## config.mk

```make
export PLATFORM = sky130hd
export DESIGN_NAME = alu_logic_issue
export DESIGN_NICKNAME = d
export VERILOG_FILES = /design/src/rtl/alu_logic_issue_pkg.sv /design/src/rtl/alu_logic_issue_decode.sv /design/src/rtl/alu_logic_issue.sv
export SDC_FILE = /design/constraint.sdc
export NUM_CORES = 1
export LEC_CHECK = 0
export ABC_AREA = 1
export BUFFER_PORTS_ARGS = -buffer_cell sky130_fd_sc_hd__clkbuf_2
export CORE_UTILIZATION = 36
export CTS_CLUSTER_DIAMETER = 80
export DETAILED_ROUTE_END_ITERATION = 12
export PLACE_DENSITY = 0.56
export SETUP_SLACK_MARGIN = 0.05
export SLEW_MARGIN = 20
export SYNTH_ARGS = -nofsm -noshare
export SYNTH_HDL_FRONTEND = slang
export SYNTH_SLANG_ARGS = --single-unit
```

## constraint.sdc

```tcl
create_clock -name clk_i -period 1.6 [get_ports clk_i]
set_input_delay 0.08 -clock clk_i [delete_from_list [all_inputs] [get_ports clk_i]]
set_output_delay 0.08 -clock clk_i [all_outputs]
set_load 0.005 [all_outputs]
```

## src/rtl/alu_logic_issue_pkg.sv

```systemverilog
// Shared ALU definitions: logic-unit opcodes, funct3 encodings and the issue
// buffer entry/state types.
package alu_logic_issue_pkg;

    localparam int unsigned XLEN = 32;

    typedef logic [1:0] logic_op_t;

    localparam logic_op_t LOGIC_AND = 2'b00;
    localparam logic_op_t LOGIC_OR  = 2'b01;
    localparam logic_op_t LOGIC_XOR = 2'b10;
    localparam logic_op_t LOGIC_BAD = 2'b11;

    localparam logic [2:0] F3_AND = 3'b111;
    localparam logic [2:0] F3_OR  = 3'b110;
    localparam logic [2:0] F3_XOR = 3'b100;

    typedef struct packed {
        logic [XLEN-1:0] op_a;
        logic [XLEN-1:0] op_b;
        logic_op_t       opcode;
        logic            illegal;
    } entry_t;

    typedef enum logic [1:0] {
        EMPTY = 2'd0,
        ONE   = 2'd1,
        TWO   = 2'd2
    } buf_state_e;

endpackage

```

## src/rtl/alu_logic_issue_decode.sv

```systemverilog
// Combinational funct3 -> logic-unit opcode decode; anything that is not
// AND/OR/XOR is flagged illegal.
module logic_op_decode
    import alu_logic_issue_pkg::*;
#(
    parameter logic_op_t AND_OP = LOGIC_AND,
    parameter logic_op_t OR_OP  = LOGIC_OR,
    parameter logic_op_t XOR_OP = LOGIC_XOR,
    parameter logic_op_t BAD_OP = LOGIC_BAD
) (
    input  logic [2:0] funct3_i,
    output logic_op_t  opcode_o,
    output logic       illegal_o
);

    always_comb begin
        // NOTE: defaults first so every path assigns every output; no latch.
        opcode_o  = BAD_OP;
        illegal_o = 1'b1;
        case (funct3_i)
            F3_AND: begin opcode_o = AND_OP; illegal_o = 1'b0; end
            F3_OR:  begin opcode_o = OR_OP;  illegal_o = 1'b0; end
            F3_XOR: begin opcode_o = XOR_OP; illegal_o = 1'b0; end
            default: ;
        endcase
    end

endmodule

```

## src/rtl/alu_logic_issue.sv

```systemverilog
// Logic-unit issue stage: decodes funct3 on acceptance and holds requests in a
// 2-entry skid buffer with a registered in_ready_o.
module alu_logic_issue
    import alu_logic_issue_pkg::*;
#(
    parameter logic_op_t AND_OP = LOGIC_AND,
    parameter logic_op_t OR_OP  = LOGIC_OR,
    parameter logic_op_t XOR_OP = LOGIC_XOR,
    parameter logic_op_t BAD_OP = LOGIC_BAD
) (
    input  logic            clk_i,
    input  logic            rst_n_i,
    input  logic            in_valid_i,
    output logic            in_ready_o,
    input  logic [2:0]      funct3_i,
    input  logic [XLEN-1:0] op_a_i,
    input  logic [XLEN-1:0] op_b_i,
    input  logic            flush_i,
    output logic            out_valid_o,
    input  logic            out_ready_i,
    output logic [XLEN-1:0] op_a_o,
    output logic [XLEN-1:0] op_b_o,
    output logic_op_t       opcode_o,
    output logic            illegal_o,
    output logic [15:0]     issue_cnt_o
);

    localparam entry_t RESET_ENTRY = '{op_a: '0, op_b: '0, opcode: AND_OP, illegal: 1'b0};

    buf_state_e  state_q, state_d;
    entry_t      head_q, head_d;
    entry_t      skid_q, skid_d;
    logic        in_ready_q, in_ready_d;
    logic        out_valid_q, out_valid_d;
    logic [15:0] cnt_q, cnt_d;

    logic_op_t   dec_opcode;
    logic        dec_illegal;
    entry_t      new_entry;
    logic        in_xfer;
    logic        out_xfer;

    logic_op_decode #(
        .AND_OP (AND_OP),
        .OR_OP  (OR_OP),
        .XOR_OP (XOR_OP),
        .BAD_OP (BAD_OP)
    ) u_decode (
        .funct3_i  (funct3_i),
        .opcode_o  (dec_opcode),
        .illegal_o (dec_illegal)
    );

    assign new_entry = '{op_a: op_a_i, op_b: op_b_i, opcode: dec_opcode, illegal: dec_illegal};
    assign in_xfer   = in_valid_i & in_ready_q;
    assign out_xfer  = out_valid_q & out_ready_i;

    always_comb begin
        state_d = state_q;
        head_d  = head_q;
        skid_d  = skid_q;
        cnt_d   = cnt_q + {15'd0, out_xfer};

        if (flush_i) begin
            state_d = EMPTY;
        end else begin
            case (state_q)
                EMPTY: if (in_xfer) begin
                    head_d  = new_entry;
                    state_d = ONE;
                end
                ONE: begin
                    if (in_xfer && out_xfer) begin
                        head_d = new_entry;
                    end else if (in_xfer) begin
                        skid_d  = new_entry;
                        state_d = TWO;
                    end else if (out_xfer) begin
                        state_d = EMPTY;
                    end
                end
                TWO: if (out_xfer) begin
                    // The skid entry is always the younger one; promote it.
                    head_d  = skid_q;
                    state_d = ONE;
                end
                default: state_d = EMPTY;
            endcase
        end

        in_ready_d  = (state_d != TWO);
        out_valid_d = (state_d != EMPTY);
    end

    always_ff @(posedge clk_i or negedge rst_n_i) begin
        if (!rst_n_i) begin
            state_q     <= EMPTY;
            // NOTE: both payload slots are reset so the presented operands are
            // defined out of reset; they are only two entries wide.
            head_q      <= RESET_ENTRY;
            skid_q      <= RESET_ENTRY;
            in_ready_q  <= 1'b1;
            out_valid_q <= 1'b0;
            cnt_q       <= '0;
        end else begin
            // NOTE: non-blocking only, so every flop samples pre-edge values.
            state_q     <= state_d;
            head_q      <= head_d;
            skid_q      <= skid_d;
            in_ready_q  <= in_ready_d;
            out_valid_q <= out_valid_d;
            cnt_q       <= cnt_d;
        end
    end

    assign in_ready_o  = in_ready_q;
    assign out_valid_o = out_valid_q;
    assign op_a_o      = head_q.op_a;
    assign op_b_o      = head_q.op_b;
    assign opcode_o    = head_q.opcode;
    assign illegal_o   = head_q.illegal;
    assign issue_cnt_o = cnt_q;

endmodule

```

### Word level (Yosys, flattened, before mapping)

Index checks and enable logic that the tools add are counted.

| storage, ports and cells | value |
|---|---|
| output and inout bits | 85 |
| RAM bits | 0 |
| bits in latches | 0 |
| bits in registers | 154 |
| ROM bits | 0 |
| memories | 0 |

| operators by class | value |
|---|---|
| add/subtract/negate cells | 1 |
| bitwise logic cells | 4 |
| multiply operators | 0 |
| reduce and logical (&&, ||, !) cells | 7 |
| div/mod/pow operators | 0 |
| shifts and indexed selects | 0 |
| $lt $le $gt $ge | 0 |
| eq/ne operators | 9 |
| mux-type cells | 13 |

Operators with widths:

| kind | count |
|---|---|
| 2-to-1 mux 67 bit | 3 |
| one-hot mux 67 bit (3 select lines) | 1 |
| adder 16 x 1 -> 16 bit | 1 |
| 2-to-1 mux 2 bit | 6 |
| one-hot mux 2 bit (3 select lines) | 2 |
| == test 3 bit, second input constant | 3 |
| != test 2 bit, second input constant | 4 |
| AND reduction 5 bit | 1 |
| AND reduction 4 bit | 1 |
| nonzero test 3 bit | 1 |
| OR reduction 3 bit | 1 |
| AND 1 bit | 2 |
| == test 2 x 1 -> 1 bit, second input constant | 1 |
| == test 2 bit, second input constant | 1 |
| logical NOT 2 bit | 1 |
| inverter 1 bit | 2 |
| nonzero test 2 bit | 1 |
| logical AND 1 bit | 1 |
| 2-to-1 mux 1 bit | 1 |

### Longest topological paths before layout

Gate-level depths: netlist of run 1.

| depth | value |
|---|---|
| depth after elaboration | 7 |
| depth in mapped cells | 10 |
| gate-level depth less buffers | 10 |

### Hierarchy

Synthesis of run 1 repeated with hierarchy kept, for this count alone.

| second synthesis, totals | value |
|---|---|
| cell total of the unflattened synthesis | 868 |
| area total of the unflattened synthesis | 6,841.6 um^2 |

By module, submodules not included:

| module | area an instance (um^2) | cells each | sequential area each (um^2) | instances |
|---|---|---|---|---|
| alu_logic_issue | 6,806.5 | 860 | 3,854.9 | 1 |
| logic_op_decode | 35.0 | 8 | 0.0 | 1 |

### Worst setup path after synthesis of run 1

OpenSTA, ideal clock, no wires.

| timing path | value |
|---|---|
| path kind | reg2reg |
| start | register out_valid_q, in the netlist out_valid_o |
| end | register cnt_q[10], in the netlist issue_cnt_o[10] |
| path slack | 118 ps |
| cell stages (with the launch flop) | 9 |
| required time | 1,476 ps |
| arrival time | 1,358 ps |
| path buffers | 0 |
| setup time | 124 ps |
| cell sequence | dfrtp_1 -> nand2_1 -> inv_1 -> ha_1 -> ha_1 -> nand3_1 -> nor2_1 -> nand2_1 -> xnor2_1 |

| between the ends | value |
|---|---|
| cells in the longest elaborated chain, start to end | 2 |

Ends and longest elaborated chain:

| item | line | text |
|---|---|---|
| start, declared | alu_logic_issue.sv:34 | `logic out_valid_q, out_valid_d;` |
| start signal, assigned | alu_logic_issue.sv:111 | `out_valid_q <= out_valid_d;` |
| AND 1 bit | alu_logic_issue.sv:56 | `assign out_xfer = out_valid_q & out_ready_i;` |
| adder 16 x 1 -> 16 bit | alu_logic_issue.sv:62 | `cnt_d = cnt_q + {15'd0, out_xfer};` |
| via cnt_d[10] | alu_logic_issue.sv:35 | `logic [15:0] cnt_q, cnt_d;` |
| end signal, assigned | alu_logic_issue.sv:112 | `cnt_q <= cnt_d;` |
| end, declared | alu_logic_issue.sv:35 |  |

The timed path passes the listed nets, and every way through them passes these cells.
A chain may end at the register's enable or synchronous reset.

### Worst setup path after layout of run 1

| timing path | value |
|---|---|
| start | register in_ready_q, in the netlist in_ready_o |
| end | register out_valid_q, in the netlist out_valid_o |

| between the ends | value |
|---|---|
| cells in the longest elaborated chain, start to end | 6 |

Ends and longest elaborated chain:

| item | line | text |
|---|---|---|
| start, declared | alu_logic_issue.sv:33 | `logic in_ready_q, in_ready_d;` |
| start signal, assigned | alu_logic_issue.sv:110 | `in_ready_q <= in_ready_d;` |
| AND 1 bit * | alu_logic_issue.sv:55 | `assign in_xfer = in_valid_i & in_ready_q;` |
| 2-to-1 mux 2 bit or logical AND 1 bit (tied branches) | alu_logic_issue.sv:75, alu_logic_issue.sv:73 |  |
| 2-to-1 mux 2 bit | alu_logic_issue.sv:73 | `if (in_xfer && out_xfer) begin` |
| one-hot mux 2 bit (3 select lines) * | alu_logic_issue.sv:67 | `case (state_q)` |
| 2-to-1 mux 2 bit * | alu_logic_issue.sv:64 | `if (flush_i) begin` |
| nonzero test 2 bit * | alu_logic_issue.sv:92 | `out_valid_d = (state_d != EMPTY);` |
| via out_valid_d | alu_logic_issue.sv:34 |  |

The timed path passes the listed nets; every way through them passes the cells marked *.

==> results by group, run 1 <==
Drt
  – WL final: 18000 µm
  – TritonRoute pass-1 iters: 5
  – Remaining DRCs: 0
  – 1st-iter DRT viols: 326
  – Antenna-violating nets left: 0
  – Vias: 6131
  – Vias per inst: roughly 4.6
  – Avg WL per Cell: around 13 µm

Global routing
  – Largest net degree at the start of global routing: 58
  – GRT Util Overall: 0.193
  – First-pass GRT wire length: 30100 µm
  – Initial antenna violation count: 0
  – Grt ovf: 0
  – Vias in the first global route: 6102

Floorplan
  – Die Area: about 0.020 mm²
  – Starting Density: 0.366
  – I/O pin count: 157
  – Row cnt: 50
  – Die Ht: roughly 140 µm
  – Die Wd: 140 µm
  – Core ar.: about 0.019 mm²

Layout
  – Final Instance Area: between 0.009 and 0.01 mm²
  – Multi-input gate area: 0.00265 mm²
  – Share of cells above drive strength 1: 0.208
  – Register Area: ~0.0039 mm²
  – Diodes inserted: 0
  – NumNets Final: 1169
  – Area Growth Syn to Fin: 37.8%
  – Post-route insts no fill: 1340
  – Fillcell total: 1829

Yosys
  – Yosys cell types: 24
  – Largest family of logic cells by synthesized area: simple AND/OR/NAND/NOR gates
  – Synth Area in Adders: 0.00365
  – Async set-reset flop share out of synthesis: 1.00
  – Multiplexer share of the synthesized area: 0
  – Synth Area in Simple Gates: 0.312
  – Main synth FF type: dfrtp_1
  – Synth Cell Area: 0.00685 mm²
  – Xor/xnor share of the synthesized area: 0.0115
  – Syn nets: 946
  – Compound-Gate Fraction of Synth Area: 0.0504
  – Post-synth EDFFs: 0
  – Synth warn: 0
  – Number of synthesized register bits: around 150
  – Syn Area/Cell: between 7 and 8 µm²
  – Mapped Cells: ~870
  – Sequential area share after synthesis: 0.563

Clocking
  – Clock Sinks: between 150 and 200
  – Clock latency on the worst-skew pair: between 400 and 500 ps
  – Clock buffer depth: 2
  – CTS clk-pin slew, worst paths: 50 ps
  – H-tree depth: 4
  – CTS tree: done
  – Clock Root Buffer: clkbuf_16
  – Total CTS buffers: 17

Status
  – Status: finished clean

Timing
  – Fmax: between 600 and 700 MHz
  – RSZ-0062 raised after global routing: yes
  – Crit path time final: ~1500 ps
  – Hold WS: 21.7 ps
  – Worst Clk Skew: ~10 ps
  – Setup TNS: 0 ps
  – Final period util: 0.924
  – Fin. Hold Viols: 0
  – # setup viols final: 0
  – Max-slew violation count: 0
  – Slew HR: 0.712
  – Worst-Margin Slew: approximately 430 ps

Placed design
  – IO buf count: ~160
  – DP Area: 0.00804 mm²
  – Gp weighted congestion: between 0.7 and 0.8
  – HPWL after DPL: 11600 µm
  – Dpl cells: 1240

Power
  – PwrDens: 1460 mW/mm²
  – Tot Pwr: 13.8 mW
  – Pleak: around 5 nW
  – Peak supply drop: 0.000850 V

Worst setup path
  – CP Launch Type: register
  – Worst-path fanout max: 15
  – CP arrival: about 1800 ps
  – Crit end category: register
  – Worst Path Required: 1940 ps
  – CP Class: reg -> reg
  – R2R Setup Slk: 120 ps

Hold path
  – Hold Path Class: in -> reg

Flow run
  – Max-cap viol count: 0
[critical path: stages, from the launching register on]
cell and delay (ps):
dfstp_2 550, nand2_2 80, nor3_4 190, buf_4 260
o21ai_0 200, nand2_1 120
[where the power goes]
group | switching [mW] | internal, mW | total (mW)
sequential | 0.908 | 5.44 | 6.34
combinational | 1.78 | 1.55 | 3.34
clock | 1.52 | 2.62 | 4.14
total | 4.21 | 9.61 | 13.8
[what timing repair did]
| action | in CTS | in global routing |
|---|---|---|
| endpoints found under the setup margin | 3 | 67 |
| setup buffers | 0 | 2 |
| hold buffers | 65 | 0 |
| resized for setup | 1 | 14 |
| hold endpoints to repair | 207 | 0 |
| cloned | 0 | 3 |
| pin swaps | 0 | 2 |
[layout by cell type, fill, tap and decap left out, types with 2 or more instances in the layout]
cell / synthesis / routed
o21ai_1: 33 / 33
dfrtp_1: 153 / 152
inv_1: 46 / 44
clkinv_2: 0 / 4
dlygate4sd3_1: 0 / 65
xnor2_1: 4 / 4
buf_6: 0 / 2
inv_2: 2 / 4
clkbuf_16: 0 / 20
nand3_1: 43 / 42
nor2_1: 13 / 12
nand4_1: 3 / 3
xor2_1: 5 / 5
bufinv_16: 0 / 4
nand2_1: 479 / 474
buf_4: 9 / 10
clkbuf_2: 0 / 155
o21ai_0: 35 / 35
nor2_4: 0 / 4
clkbuf_1: 13 / 3
buf_12: 0 / 13
nand2_2: 1 / 5
[area by class of cell]
class                           instances  share of cell area
Clock buffer                           21              0.0477
Inverter                               49              0.0195
Clock inverter                          9              0.0156
Sequential cell                       154               0.409
Tap cell                              234              0.0310
Multi-Input combinational cell        625               0.280
Timing Repair Buffer                  248               0.197
[cell families (layout without fill, tap and decap cells)]
family | after synthesis | count (layout)
AOI/OAI and AO/OA | 69 | 69
and+or+nand+nor | 545 | 545
buffers and inverters | 93 | 327
adders and majority gates | 2 | 2
DFF | 154 | 154
xor gates and xnor gates | 9 | 9
[path summary, 6_finish.rpt]
kind	depth (start not counted)	end	start
setup reg to reg	5	out_valid_o$_DFF_PN0_	in_ready_o$_DFF_PN1_
max in group asynchronous	3	in_ready_o$_DFF_PN1_	rst_n_i
min in group asynchronous	2	op_b_o[15]$_DFFE_PN0P_	rst_n_i
hold reg to reg	2	op_b_o[15]$_DFFE_PN0P_	op_b_o[15]$_DFFE_PN0P_
setup / recovery	5	out_valid_o$_DFF_PN0_	in_ready_o$_DFF_PN1_
hold / removal	4	skid_q[0]$_DFFE_PN0P_	funct3_i[2]
[sequential cells by signal, summed over array words and instances, names as in the netlist]
register / count
skid_q: 67
out_valid_o: 1
issue_cnt_o: 16
opcode_o: 2
illegal_o: 1
state_q: 2
op_b_o: 32
op_a_o: 32
in_ready_o: 1
[cell usage after synthesis, types with 2 or more instances]
| cell type | count | share of area |
|---|---|---|
| ha_1 | 2 | 0.0037 |
| o21ai_1 | 33 | 0.024 |
| nand2_1 | 479 | 0.26 |
| nor2_2 | 3 | 0.0027 |
| clkbuf_1 | 13 | 0.0071 |
| inv_1 | 46 | 0.025 |
| inv_2 | 2 | 0.0011 |
| xnor2_1 | 4 | 0.0051 |
| buf_4 | 9 | 0.0099 |
| o21ai_0 | 35 | 0.026 |
| nand4_1 | 3 | 0.0027 |
| nand3_1 | 43 | 0.031 |
| buf_2 | 21 | 0.015 |
| nor2_1 | 13 | 0.0071 |
| xor2_1 | 5 | 0.0064 |
| dfrtp_1 | 153 | 0.56 |
[per-layer routing]
layer / vias up / routed length [µm] / GRT usage
met5: - / 0 / 0
met4: 0 / 332 / 0.0706
met3: 21 / 852 / 0.0417
met2: 149 / 8240 / 0.304
met1: 2834 / 8570 / 0.261
li1: 3127 / - / -
[through the flow]
stage / utilization / worst slack (ps)
2_1_floorplan: - / 118
5_1_grt: 0.504 / 20.8
3_5_place_dp: 0.430 / -4.56
3_3_place_gp: 0.430 / 70.4
4_1_cts: 0.497 / 52.4
6_report: 0.504 / 121
No activity file was read; power rests on OpenSTA's default activity.
==> inputs of run 2 (changes only) <==
--- a/config.mk
+++ b/config.mk
@@ -7,10 +7,12 @@
 export LEC_CHECK = 0
 export ABC_AREA = 1
 export BUFFER_PORTS_ARGS = -buffer_cell sky130_fd_sc_hd__clkbuf_2
+export CELL_PAD_IN_SITES_DETAIL_PLACEMENT = 0
+export CELL_PAD_IN_SITES_GLOBAL_PLACEMENT = 1
 export CORE_UTILIZATION = 36
 export CTS_CLUSTER_DIAMETER = 80
 export DETAILED_ROUTE_END_ITERATION = 12
-export PLACE_DENSITY = 0.56
+export PLACE_DENSITY = 0.86
 export SETUP_SLACK_MARGIN = 0.05
 export SLEW_MARGIN = 20
 export SYNTH_ARGS = -nofsm -noshare
==> results by group, run 2 (synthesis gave the netlist of run 1 again) <==
Status
  – Status: finished clean

Timing
  – Slew HR: 0.734
  – # setup viols final: 0
  – Worst-Margin Slew: 398 ps
  – Max-slew violation count: 0
  – Fmax: 654 MHz
  – Worst Clk Skew: 8.78 ps
  – Setup TNS: 0 ps
  – Final period util: 0.956
  – Fin. Hold Viols: 0
  – Crit path time final: about 1500 ps
  – RSZ-0062 raised after global routing: yes
  – Final worst slack: 70.2 ps

Clocking
  – Clock Sinks: 154
  – CTS clk-pin slew, worst paths: 60 ps
  – Clock latency on the worst-skew pair: between 400 and 500 ps
  – Total CTS buffers: 17
  – Clock buffer depth: 2
  – CTS tree: done
  – H-tree depth: 4
  – Clock Root Buffer: clkbuf_16

Floorplan
  – Core ar.: 0.0187 mm²
  – Die Wd: 140 µm
  – Row cnt: 50
  – I/O pin count: between 150 and 200
  – Die Area: 0.0196 mm²
  – Die Ht: 140 µm
  – Starting Density: 0.366

Global routing
  – GRT Util Overall: 0.182
  – Grt ovf: 0
  – Initial antenna violation count: 1
  – Largest net degree at the start of global routing: slightly below 60
  – First-pass GRT wire length: 28500 µm
  – Vias in the first global route: 5795

Drt
  – Vias: 6192
  – Avg WL per Cell: 13.2 µm
  – Remaining DRCs: 0
  – 1st-iter DRT viols: 273
  – TritonRoute pass-1 iters: 5
  – Vias per inst: 4.61
  – WL final: ~18000 µm
  – Antenna-violating nets left: 0

Worst setup path
  – Crit end category: register
  – CP Class: reg -> reg
  – CP Launch Type: register
  – Worst Path Required: between 1500 and 2000 ps
  – Worst-path fanout max: 17
  – CP Cell Sequence: inv_4 -> nand2_1 -> nand2_2 -> nand4_1 -> buf_6 -> clkbuf_16 -> nand2_1 -> nand2_1
  – CP most frequent cell: nand2_1
  – CP arrival: between 1500 and 2000 ps
  – Worst stage delay on the critical path: around 450 ps
  – CP max stage cell: dfrtp_2

Power
  – Internal: around 9.4 mW
  – Clock power frac: 0.296
  – Combinational power share: 0.243
  – Switch Pwr: 4.32 mW
  – PwrDens: approximately 1500 mW/mm²
  – Pleak: 5.14 nW
  – Sequential cell fraction of total power: 0.462
  – Sw frac: 0.315
  – Tot Pwr: 13.7 mW
  – Peak supply drop: 0.000731 V

Flow run
  – Max-cap viol count: 0

Layout
  – Max FFs per register: 67
  – Area Growth Syn to Fin: 37.7%
  – Commonest non-fill, non-tap cell in the layout: nand2_1
  – Largest Register: skid_q
  – NumNets Final: 1171
  – Diodes inserted: 0
  – Fillcell total: 1810
  – Share of cells above drive strength 1: 0.210
  – Commonest non-fill, non-tap cells in the layout: nand2_1 (476), clkbuf_2 (155), dfrtp_1 (151)

Placed design
  – Gp weighted congestion: 0.752
  – IO buf count: 156
  – HPWL after DPL: 10900 µm
  – Pre-CTS setup slack: 66.8 ps

Hold path
  – Hold Path Class: in -> reg
==> run 2: worst paths after layout <==
kind | start | slack, ps | endpoint | cells after the start
max | state_q[1]$_DFF_PN0_ | 70 | op_b_o[8]$_DFFE_PN0P_ | 8
min | flush_i | 30 | skid_q[65]$_DFFE_PN0P_ | 4
max reg2reg | state_q[1]$_DFF_PN0_ | 70 | op_b_o[8]$_DFFE_PN0P_ | 8
min reg2reg | op_b_o[6]$_DFFE_PN0P_ | 470 | op_b_o[6]$_DFFE_PN0P_ | 2
max in group asynchronous | rst_n_i | 940 | skid_q[54]$_DFFE_PN0P_ | 3
min in group asynchronous | rst_n_i | 90 | op_b_o[18]$_DFFE_PN0P_ | 2
==> run 2: per-stage QoR <==
stage               area [µm²]  instances  hold WS (ps)  utilization
finish                    9430       1344          25.5        0.504
global route              9430       1344          24.9        0.504
CTS                       9310       1341          7.99        0.498
global placement          8030       1240         -35.1        0.429
floorplan                 6850        872          -216            -
detailed placement        8030       1240         -37.9        0.429
==> run 2: final cells by class <==
type / instances / area (µm²) / area share
well taps: 234 / 293 / 0.0310
inverters: 49 / 186 / 0.0198
multi-input cells: 625 / 2640 / 0.280
flip-flops and latches: 154 / 3860 / 0.409
clock buffers: 19 / 453 / 0.0480
repair buffers: 250 / 1860 / 0.197
clock inverters: 13 / 145 / 0.0154
==> run 2: what timing repair did <==
item | CTS | global route
pin swaps | 1 | 2
gates cloned | 0 | 2
hold buffers | 67 | 0
resized for setup | 0 | 20
endpoints found under the setup margin | 2 | 71
setup buffers | 2 | 1
hold endpoints to repair | 254 | 0
==> run 2: critical path, delay by kind of cell (launching register included) <==
family	cells	cell delay, ps
buffers and inverters	3	480
flip-flops	1	450
AND/OR/NAND/NOR	5	490
==> run 2: power groups by stage <==
stage / clock network (mW) / logic [mW] / registers, mW
after global placement: 0 / 3.04 / 6.33
after global routing: 4.34 / 3.84 / 6.53
after detailed placement: 0 / 3.15 / 6.36
after floorplan: 0 / 1.67 / 6.27
after CTS: 4.16 / 3.29 / 6.32
final: 4.05 / 3.33 / 6.33
==> run 2: routing by layer <==
layer	GRT usage	vias up	wire length, µm
met1	0.240	2877	8240
met3	0.0373	15	850
met4	0.0613	0	218
met5	0	-	0
li1	-	3136	-
met2	0.299	164	8360
